==> config.mk <==
export PLATFORM = sky130hd
export DESIGN_NAME = riscv_perf_counters_flat
export DESIGN_NICKNAME = d
export VERILOG_FILES = /design/src/rtl/riscv_perf_counters_if.sv /design/src/rtl/riscv_perf_counters.sv /design/src/flat_wrapper.sv
export SDC_FILE = /design/constraint.sdc
export NUM_CORES = 1
export LEC_CHECK = 0
export BUFFER_PORTS_ARGS = -buffer_cell sky130_fd_sc_hd__clkbuf_2
export CAP_MARGIN = 10
export CORE_MARGIN = 4
export CORE_UTILIZATION = 50
export DETAILED_ROUTE_END_ITERATION = 6
export PLACE_DENSITY_LB_ADDON = 0.12
export SLEW_MARGIN = 40
export SYNTH_ARGS = -nofsm -noshare
export SYNTH_HDL_FRONTEND = slang
export SYNTH_SLANG_ARGS = --single-unit
==> constraint.sdc <==
create_clock -name clk -period 7.15 [get_ports clk]
set_input_delay 0.715 -clock clk [delete_from_list [all_inputs] [get_ports clk]]
set_output_delay 0.715 -clock clk [all_outputs]
set_load 0.01 [all_outputs]
==> src/rtl/riscv_perf_counters_if.sv <==
// CSR access channel between the core CSR file and the performance-counter unit.
// Latency: request fields are sampled by the slave on the clock edge; rdata/hit return combinationally.
// Backpressure: none; every access completes in the cycle it is presented.
//
// Signals:
//   csr_access_i  access valid this cycle
//   csr_addr_i    12-bit CSR address
//   csr_wdata_i   32-bit write operand
//   csr_op_i      NONE / WRITE / SET / CLEAR
//   csr_rdata_o   read data (combinational from the slave)
//   csr_hit_o     address decodes to the slave
interface riscv_perf_counters_if;
  logic        csr_access_i;
  logic [11:0] csr_addr_i;
  logic [31:0] csr_wdata_i;
  logic [1:0]  csr_op_i;
  logic [31:0] csr_rdata_o;
  logic        csr_hit_o;

  modport master (
    output csr_access_i, csr_addr_i, csr_wdata_i, csr_op_i,
    input  csr_rdata_o, csr_hit_o
  );

  modport slave (
    input  csr_access_i, csr_addr_i, csr_wdata_i, csr_op_i,
    output csr_rdata_o, csr_hit_o
  );
endinterface

==> src/rtl/riscv_perf_counters.sv <==
// Parametrised performance counters with per-counter event select, wrap/saturate and sticky overflow.
// Latency: event strobe -> readable count 2 cycles; CSR read combinational, CSR update at the next edge.
// Backpressure: none; CSR accesses always complete in one cycle, events are never stalled.
//
// Ports:
//   clk         core clock
//   rst         synchronous active-high reset
//   csr         CSR access channel (slave modport), window 0x780-0x7AF
//   events_i    single-cycle event strobes, N_EVENTS wide
//   perf_irq_o  level overflow interrupt
// Optional feature macro: PERF_OVF_IRQ_EN adds the OVF_IE register (0x7A3) and a registered interrupt.
module riscv_perf_counters #(
  parameter int N_CNT        = 4,
  parameter int CNT_WIDTH    = 32,
  parameter int N_EVENTS     = 16,
  parameter int EVT_SEL_BITS = $clog2(N_EVENTS)
) (
  input  logic                clk,
  input  logic                rst,
  riscv_perf_counters_if.slave csr,
  input  logic [N_EVENTS-1:0] events_i,
  output logic                perf_irq_o
);

  localparam logic [1:0] CSR_OP_NONE  = 2'b00;
  localparam logic [1:0] CSR_OP_WRITE = 2'b01;
  localparam logic [1:0] CSR_OP_SET   = 2'b10;
  localparam logic [1:0] CSR_OP_CLEAR = 2'b11;

  function automatic logic [31:0] csr_apply(input logic [1:0] op,
                                            input logic [31:0] old,
                                            input logic [31:0] wd);
    case (op)
      CSR_OP_WRITE: return wd;
      CSR_OP_SET:   return old | wd;
      CSR_OP_CLEAR: return old & ~wd;
      default:      return old;
    endcase
  endfunction

  // State
  logic [CNT_WIDTH-1:0]    cnt_q   [N_CNT];
  logic [EVT_SEL_BITS-1:0] evsel_q [N_CNT];
  logic [N_CNT-1:0]        en_q;
  logic [N_CNT-1:0]        ovf_q;
  logic [N_CNT-1:0]        inc_q;
  logic [1:0]              mode_q;

  // Decode
  logic [N_CNT-1:0] lo_sel, hi_sel, evs_sel;
  logic             en_sel, mode_sel, ovf_sel, ie_sel;
  logic             wr;
  logic [31:0]      rdata;
  logic             hit;

  // Counters viewed through a 64-bit window so LO/HI halves are uniform for any width
  logic [63:0]          cnt_ext [N_CNT];
  logic [CNT_WIDTH-1:0] cnt_d   [N_CNT];
  logic [N_CNT-1:0]     ovf_set;
  logic [N_CNT-1:0]     evt_hit;

`ifdef PERF_OVF_IRQ_EN
  logic [N_CNT-1:0] ovf_ie_q;
  logic             irq_q;
`endif

  assign wr = csr.csr_access_i && (csr.csr_op_i != CSR_OP_NONE);

  always_comb begin
    lo_sel   = '0;
    hi_sel   = '0;
    evs_sel  = '0;
    en_sel   = csr.csr_access_i && (csr.csr_addr_i == 12'h7A0);
    mode_sel = csr.csr_access_i && (csr.csr_addr_i == 12'h7A1);
    ovf_sel  = csr.csr_access_i && (csr.csr_addr_i == 12'h7A2);
`ifdef PERF_OVF_IRQ_EN
    ie_sel   = csr.csr_access_i && (csr.csr_addr_i == 12'h7A3);
`else
    ie_sel   = 1'b0;
`endif
    for (int i = 0; i < N_CNT; i++) begin
      lo_sel[i]  = csr.csr_access_i && (csr.csr_addr_i == 12'h780 + 12'(i));
      hi_sel[i]  = csr.csr_access_i && (csr.csr_addr_i == 12'h790 + 12'(i));
      evs_sel[i] = csr.csr_access_i && (csr.csr_addr_i == 12'h7A8 + 12'(i));
    end
  end

  always_comb begin
    for (int i = 0; i < N_CNT; i++) begin
      cnt_ext[i] = 64'(cnt_q[i]);
    end
  end

  // Read mux: at most one select is active, so OR-combining is a clean mux.
  always_comb begin
    rdata = '0;
    for (int i = 0; i < N_CNT; i++) begin
      if (lo_sel[i])  rdata = rdata | cnt_ext[i][31:0];
      if (hi_sel[i])  rdata = rdata | cnt_ext[i][63:32];
      if (evs_sel[i]) rdata = rdata | 32'(evsel_q[i]);
    end
    if (en_sel)   rdata = rdata | 32'(en_q);
    if (mode_sel) rdata = rdata | 32'(mode_q);
    if (ovf_sel)  rdata = rdata | 32'(ovf_q);
`ifdef PERF_OVF_IRQ_EN
    if (ie_sel)   rdata = rdata | 32'(ovf_ie_q);
`endif
  end

  assign hit = (|lo_sel) | (|hi_sel) | (|evs_sel) | en_sel | mode_sel | ovf_sel | ie_sel;

  assign csr.csr_rdata_o = rdata;
  assign csr.csr_hit_o   = hit;

  // Event select; selector values with no matching input leave the strobe at 0.
  always_comb begin
    evt_hit = '0;
    for (int i = 0; i < N_CNT; i++) begin
      for (int e = 0; e < N_EVENTS; e++) begin
        if (evsel_q[i] == EVT_SEL_BITS'(e)) evt_hit[i] = events_i[e];
      end
    end
  end

  // Counter next-state: a CSR write to either half pre-empts the pending increment.
  // HI writes are dropped entirely when the counter has no upper half.
  always_comb begin
    for (int i = 0; i < N_CNT; i++) begin
      cnt_d[i]   = cnt_q[i];
      ovf_set[i] = 1'b0;
      if (wr && lo_sel[i]) begin
        cnt_d[i] = CNT_WIDTH'({cnt_ext[i][63:32],
                               csr_apply(csr.csr_op_i, cnt_ext[i][31:0], csr.csr_wdata_i)});
      end else if (wr && hi_sel[i] && (CNT_WIDTH > 32)) begin
        cnt_d[i] = CNT_WIDTH'({csr_apply(csr.csr_op_i, cnt_ext[i][63:32], csr.csr_wdata_i),
                               cnt_ext[i][31:0]});
      end else if (inc_q[i]) begin
        if (&cnt_q[i]) begin
          ovf_set[i] = 1'b1;
          cnt_d[i]   = mode_q[1] ? cnt_q[i] : '0;
        end else begin
          cnt_d[i] = cnt_q[i] + CNT_WIDTH'(1);
        end
      end
    end
  end

  always_ff @(posedge clk) begin
    if (rst) begin
      for (int i = 0; i < N_CNT; i++) begin
        cnt_q[i]   <= '0;
        evsel_q[i] <= '0;
      end
      en_q   <= '0;
      ovf_q  <= '0;
      inc_q  <= '0;
      mode_q <= 2'b11;
    end else begin
      for (int i = 0; i < N_CNT; i++) begin
        cnt_q[i] <= cnt_d[i];
        if (wr && evs_sel[i]) begin
          evsel_q[i] <= EVT_SEL_BITS'(csr_apply(csr.csr_op_i, 32'(evsel_q[i]), csr.csr_wdata_i));
        end
      end
      inc_q <= en_q & {N_CNT{mode_q[0]}} & evt_hit;
      if (wr && en_sel) begin
        en_q <= N_CNT'(csr_apply(csr.csr_op_i, 32'(en_q), csr.csr_wdata_i));
      end
      if (wr && mode_sel) begin
        mode_q <= 2'(csr_apply(csr.csr_op_i, 32'(mode_q), csr.csr_wdata_i));
      end
      // A fresh overflow beats a software clear in the same cycle.
      if (wr && ovf_sel) begin
        ovf_q <= N_CNT'(csr_apply(csr.csr_op_i, 32'(ovf_q), csr.csr_wdata_i)) | ovf_set;
      end else begin
        ovf_q <= ovf_q | ovf_set;
      end
    end
  end

`ifdef PERF_OVF_IRQ_EN
  always_ff @(posedge clk) begin
    if (rst) begin
      ovf_ie_q <= '0;
      irq_q    <= 1'b0;
    end else begin
      if (wr && ie_sel) begin
        ovf_ie_q <= N_CNT'(csr_apply(csr.csr_op_i, 32'(ovf_ie_q), csr.csr_wdata_i));
      end
      irq_q <= |(ovf_q & ovf_ie_q);
    end
  end
  assign perf_irq_o = irq_q;
`else
  assign perf_irq_o = 1'b0;
`endif

endmodule

==> src/flat_wrapper.sv <==
// flat-port wrapper written by rule: the top's interface ports become plain ports
module riscv_perf_counters_flat 
#(
  parameter int N_CNT        = 4,
  parameter int CNT_WIDTH    = 32,
  parameter int N_EVENTS     = 16,
  parameter int EVT_SEL_BITS = $clog2(N_EVENTS)
)
  (clk, rst, events_i, perf_irq_o, csr_csr_access_i, csr_csr_addr_i, csr_csr_wdata_i, csr_csr_op_i, csr_csr_rdata_o, csr_csr_hit_o);
  riscv_perf_counters_if csr_i ();
  input  logic clk;
  input  logic rst;
  input  logic [N_EVENTS-1:0] events_i;
  output logic perf_irq_o;
  input wire logic [$bits(csr_i.csr_access_i)-1:0] csr_csr_access_i;
  input wire logic [$bits(csr_i.csr_addr_i)-1:0] csr_csr_addr_i;
  input wire logic [$bits(csr_i.csr_wdata_i)-1:0] csr_csr_wdata_i;
  input wire logic [$bits(csr_i.csr_op_i)-1:0] csr_csr_op_i;
  output wire logic [$bits(csr_i.csr_rdata_o)-1:0] csr_csr_rdata_o;
  output wire logic [$bits(csr_i.csr_hit_o)-1:0] csr_csr_hit_o;
  assign csr_i.csr_access_i = csr_csr_access_i;
  assign csr_i.csr_addr_i = csr_csr_addr_i;
  assign csr_i.csr_wdata_i = csr_csr_wdata_i;
  assign csr_i.csr_op_i = csr_csr_op_i;
  assign csr_csr_rdata_o = csr_i.csr_rdata_o;
  assign csr_csr_hit_o = csr_i.csr_hit_o;
  riscv_perf_counters #(.N_CNT(N_CNT), .CNT_WIDTH(CNT_WIDTH), .N_EVENTS(N_EVENTS), .EVT_SEL_BITS(EVT_SEL_BITS)) u_core (.clk(clk), .rst(rst), .csr(csr_i), .events_i(events_i), .perf_irq_o(perf_irq_o));
endmodule
==> impl_metrics.ini <==
[outcome]
outcome = complete, but fails checks
violations = design-rule violations

[sta]
worst_pin_slew_ps = 938.8
fin_setup_tns_ps = 0
period_minus_slack_ps = 3894
timing.final.ws_setup_ps = 3256
max_freq_mhz = 256.8
min_period_over_period_pct = 54.47
final.setup_skew_ps = 15.84
relSlewSlack_pct = 37.41
rsz0062_at_grt = no
setup_viol = 0
finalHoldViolations = 0
slew_violations = 0

[synthesis]
synth_ff_type = dfxtp_1
synthesis.nets = 1784
ys_warn_count = 0
synth_top_area_share_pct = 22.81
ys_seq_area_share_pct = 26.66
synth_top_area_cell = dfxtp_1
ys_seq_elements = 158
syn_inst = 1715
synth_area_leaders = dfxtp_1 23%, a21oi_1 6.0%, nand2_1 6.0%, nor2_1 5.5%, a22oi_1 4.2%
synth-edff-count = 16
async_flop_share_pct = 0
syn_area_per_cell_um2 = 7.268
synthesis.area_um2 = 12460
synthDistinctLibCells = 81

[route]
wl_um = 56470
drc = 2
dr.pass1.iters = 7
vias_per_cell = 7.225
drt_iter0_drc = 2306
avgRoutedWirePerCell_um = 27.52
num_vias = 14830
antenna_violating_nets_post_route = 0

[clocking]
cts_made_buffers = 17
cts_tree = built
htree_levels = 4
postCtsSetupRepairBufs = 0
cts-root-buf = clkbuf_16
clockBufferDepth = 2
cts_hold_buf = 0
cts_sinks = 158
clk_latency_ps = 450
cts_resized = 0
path_clk_slew_ps = 80

[cells_and_area]
nets = 1784
drive_above_1_share_pct = 13.37
syn_to_final_growth_pct = 9.677
diodes = 0
final_common_cell = nand2_1
final_cell_mix = 197 x nand2_1, 177 x nor2_1, 150 x a21oi_1
design_area_um2 = 13670
final_util_pct = 56.05

[global_routing]
grt_overflow = 0
grt_pass1_vias = 13410
grt_max_degree = 57
grt_usage_pct = 39.28
antenna_found_initial = 0
grt_pass1_wl_um = 84610

[floorplanning]
initial_core_util_pct = 51.10
core_um2 = 24390
fp.dieW_um = 165.9
pin_count = 99
die_h_um = 165.9
die_area_um2 = 27520
fp-row-count = 57

[setup_path]
timing.rr.start = u_core.cnt_q[3][0]
crit_required_ps = 6430
rrSetupSlack_ps = 3770
critPathLaunchType = primary input
arrival_ps = 3180
path_class = in2out
end_kind = output pin
crit_path_max_fanout = 28
reg2regPathDepth = 7
crit-reg2reg-capture = u_core.cnt_q[3][10]

[power_and_ir_drop]
vdd.ir_drop.worst_mv = 0.1234
power_density_nw_per_um2 = 153.9
p_leak_uw = 0.004555

[placed_design]
place_ws_ps = 3054
place_hpwl_um = 40840
place_area_um2 = 13040
gp_congestion = 1.023
portBuffers = 97

[hold_path]
hold_depth = 2
min_from = u_core.en_q[1]
hold_end = u_core.inc_q[1]
hp-class = reg2reg

[job]
cap_violations = 0
==> how the worst max path moves through the flow <==
stage | startpoint | endpoint | slack [ps]
2_1_floorplan | csr_csr_addr_i[5] | csr_csr_rdata_o[2] | 3940
3_3_place_gp | csr_csr_op_i[1] | u_core.cnt_q[3][20] | 3150
3_5_place_dp | csr_csr_op_i[1] | u_core.cnt_q[3][20] | 3050
4_1_cts | csr_csr_addr_i[3] | csr_csr_rdata_o[14] | 3410
5_1_grt | csr_csr_addr_i[3] | csr_csr_rdata_o[8] | 3250
6_report | csr_csr_addr_i[3] | csr_csr_rdata_o[5] | 3260
==> Yosys cell counts, drive strengths merged (8+ instances only) <==
cell type,n
a211oi,15
a21o,9
a21oi,151
a221o,23
a221oi,16
a22o,22
a22oi,70
a311oi,8
a31oi,46
and2,12
and3,26
and4,22
buf,35
clkbuf,110
dfxtp,142
edfxtp,16
inv,28
mux2,16
mux2i,10
mux4,18
nand2,198
nand2b,11
nand3,73
nand3b,9
nand4,43
nor2,185
nor3,64
nor4,35
o21a,11
o21ai,121
o22ai,10
o31ai,9
or3,9
or4,10
xnor2,25
xor2,17
==> stage by stage <==
step	power [µW]	std cells	hold WS (ps)
2_1_floorplan	1023	1715	418.8
3_3_place_gp	1110	2018	468.7
3_5_place_dp	1110	2019	461.8
4_1_cts	2087	2051	478.3
5_1_grt	2142	2052	509.3
6_report	2104	2052	472.6
==> layer usage <==
layer	GRT usage, %	part of all wire, %	vias to the layer above
met5	0	0	-
met1	53.54	39	7014
met3	11.09	14	182
met2	58.40	42	1127
met4	16.75	5.0	0
li1	-	-	6502
==> where the power goes <==
group          internal [µW]  switching, µW
Combinational           54.1            139
Sequential               898           10.4
Clock                    536            468
==> worst max-delay path, stage by stage <==
cell,delay (ps)
clkbuf_2,130
nor4_1,650
nand3_1,230
nor2_2,290
buf_4,430
a22o_1,340
a221o_1,220
clkbuf_2,160
==> state kept, by name, summed over array words and instances, names as in the netlist <==
name            count
u_core.cnt_q      128
u_core.evsel_q     16
u_core.mode_q       2
u_core.en_q         4
u_core.ovf_q        4
u_core.inc_q        4
==> area by class of cell <==
class / instances / area [µm²]
timing repair buffer: 126 / 709.4
fill: 2473 / 10720
multi-input combinational: 1382 / 8501
tap: 324 / 405.4
sequential: 158 / 3323
clock inverter: 15 / 193.9
clock buffer: 17 / 425.4
inverter: 30 / 112.6
==> kinds of logic after synthesis <==
family                     share of synthesized area [%]
and+or+nand+nor                                    28.73
AOI/OAI and AO/OA                                  30.06
buffers and inverters                              5.661
DFF                                                26.66
muxes                                              5.501
xor gates and xnor gates                           2.951
adders and majority gates                         0.4015
other                                            0.03009
(Power assumes the default switching activity.)
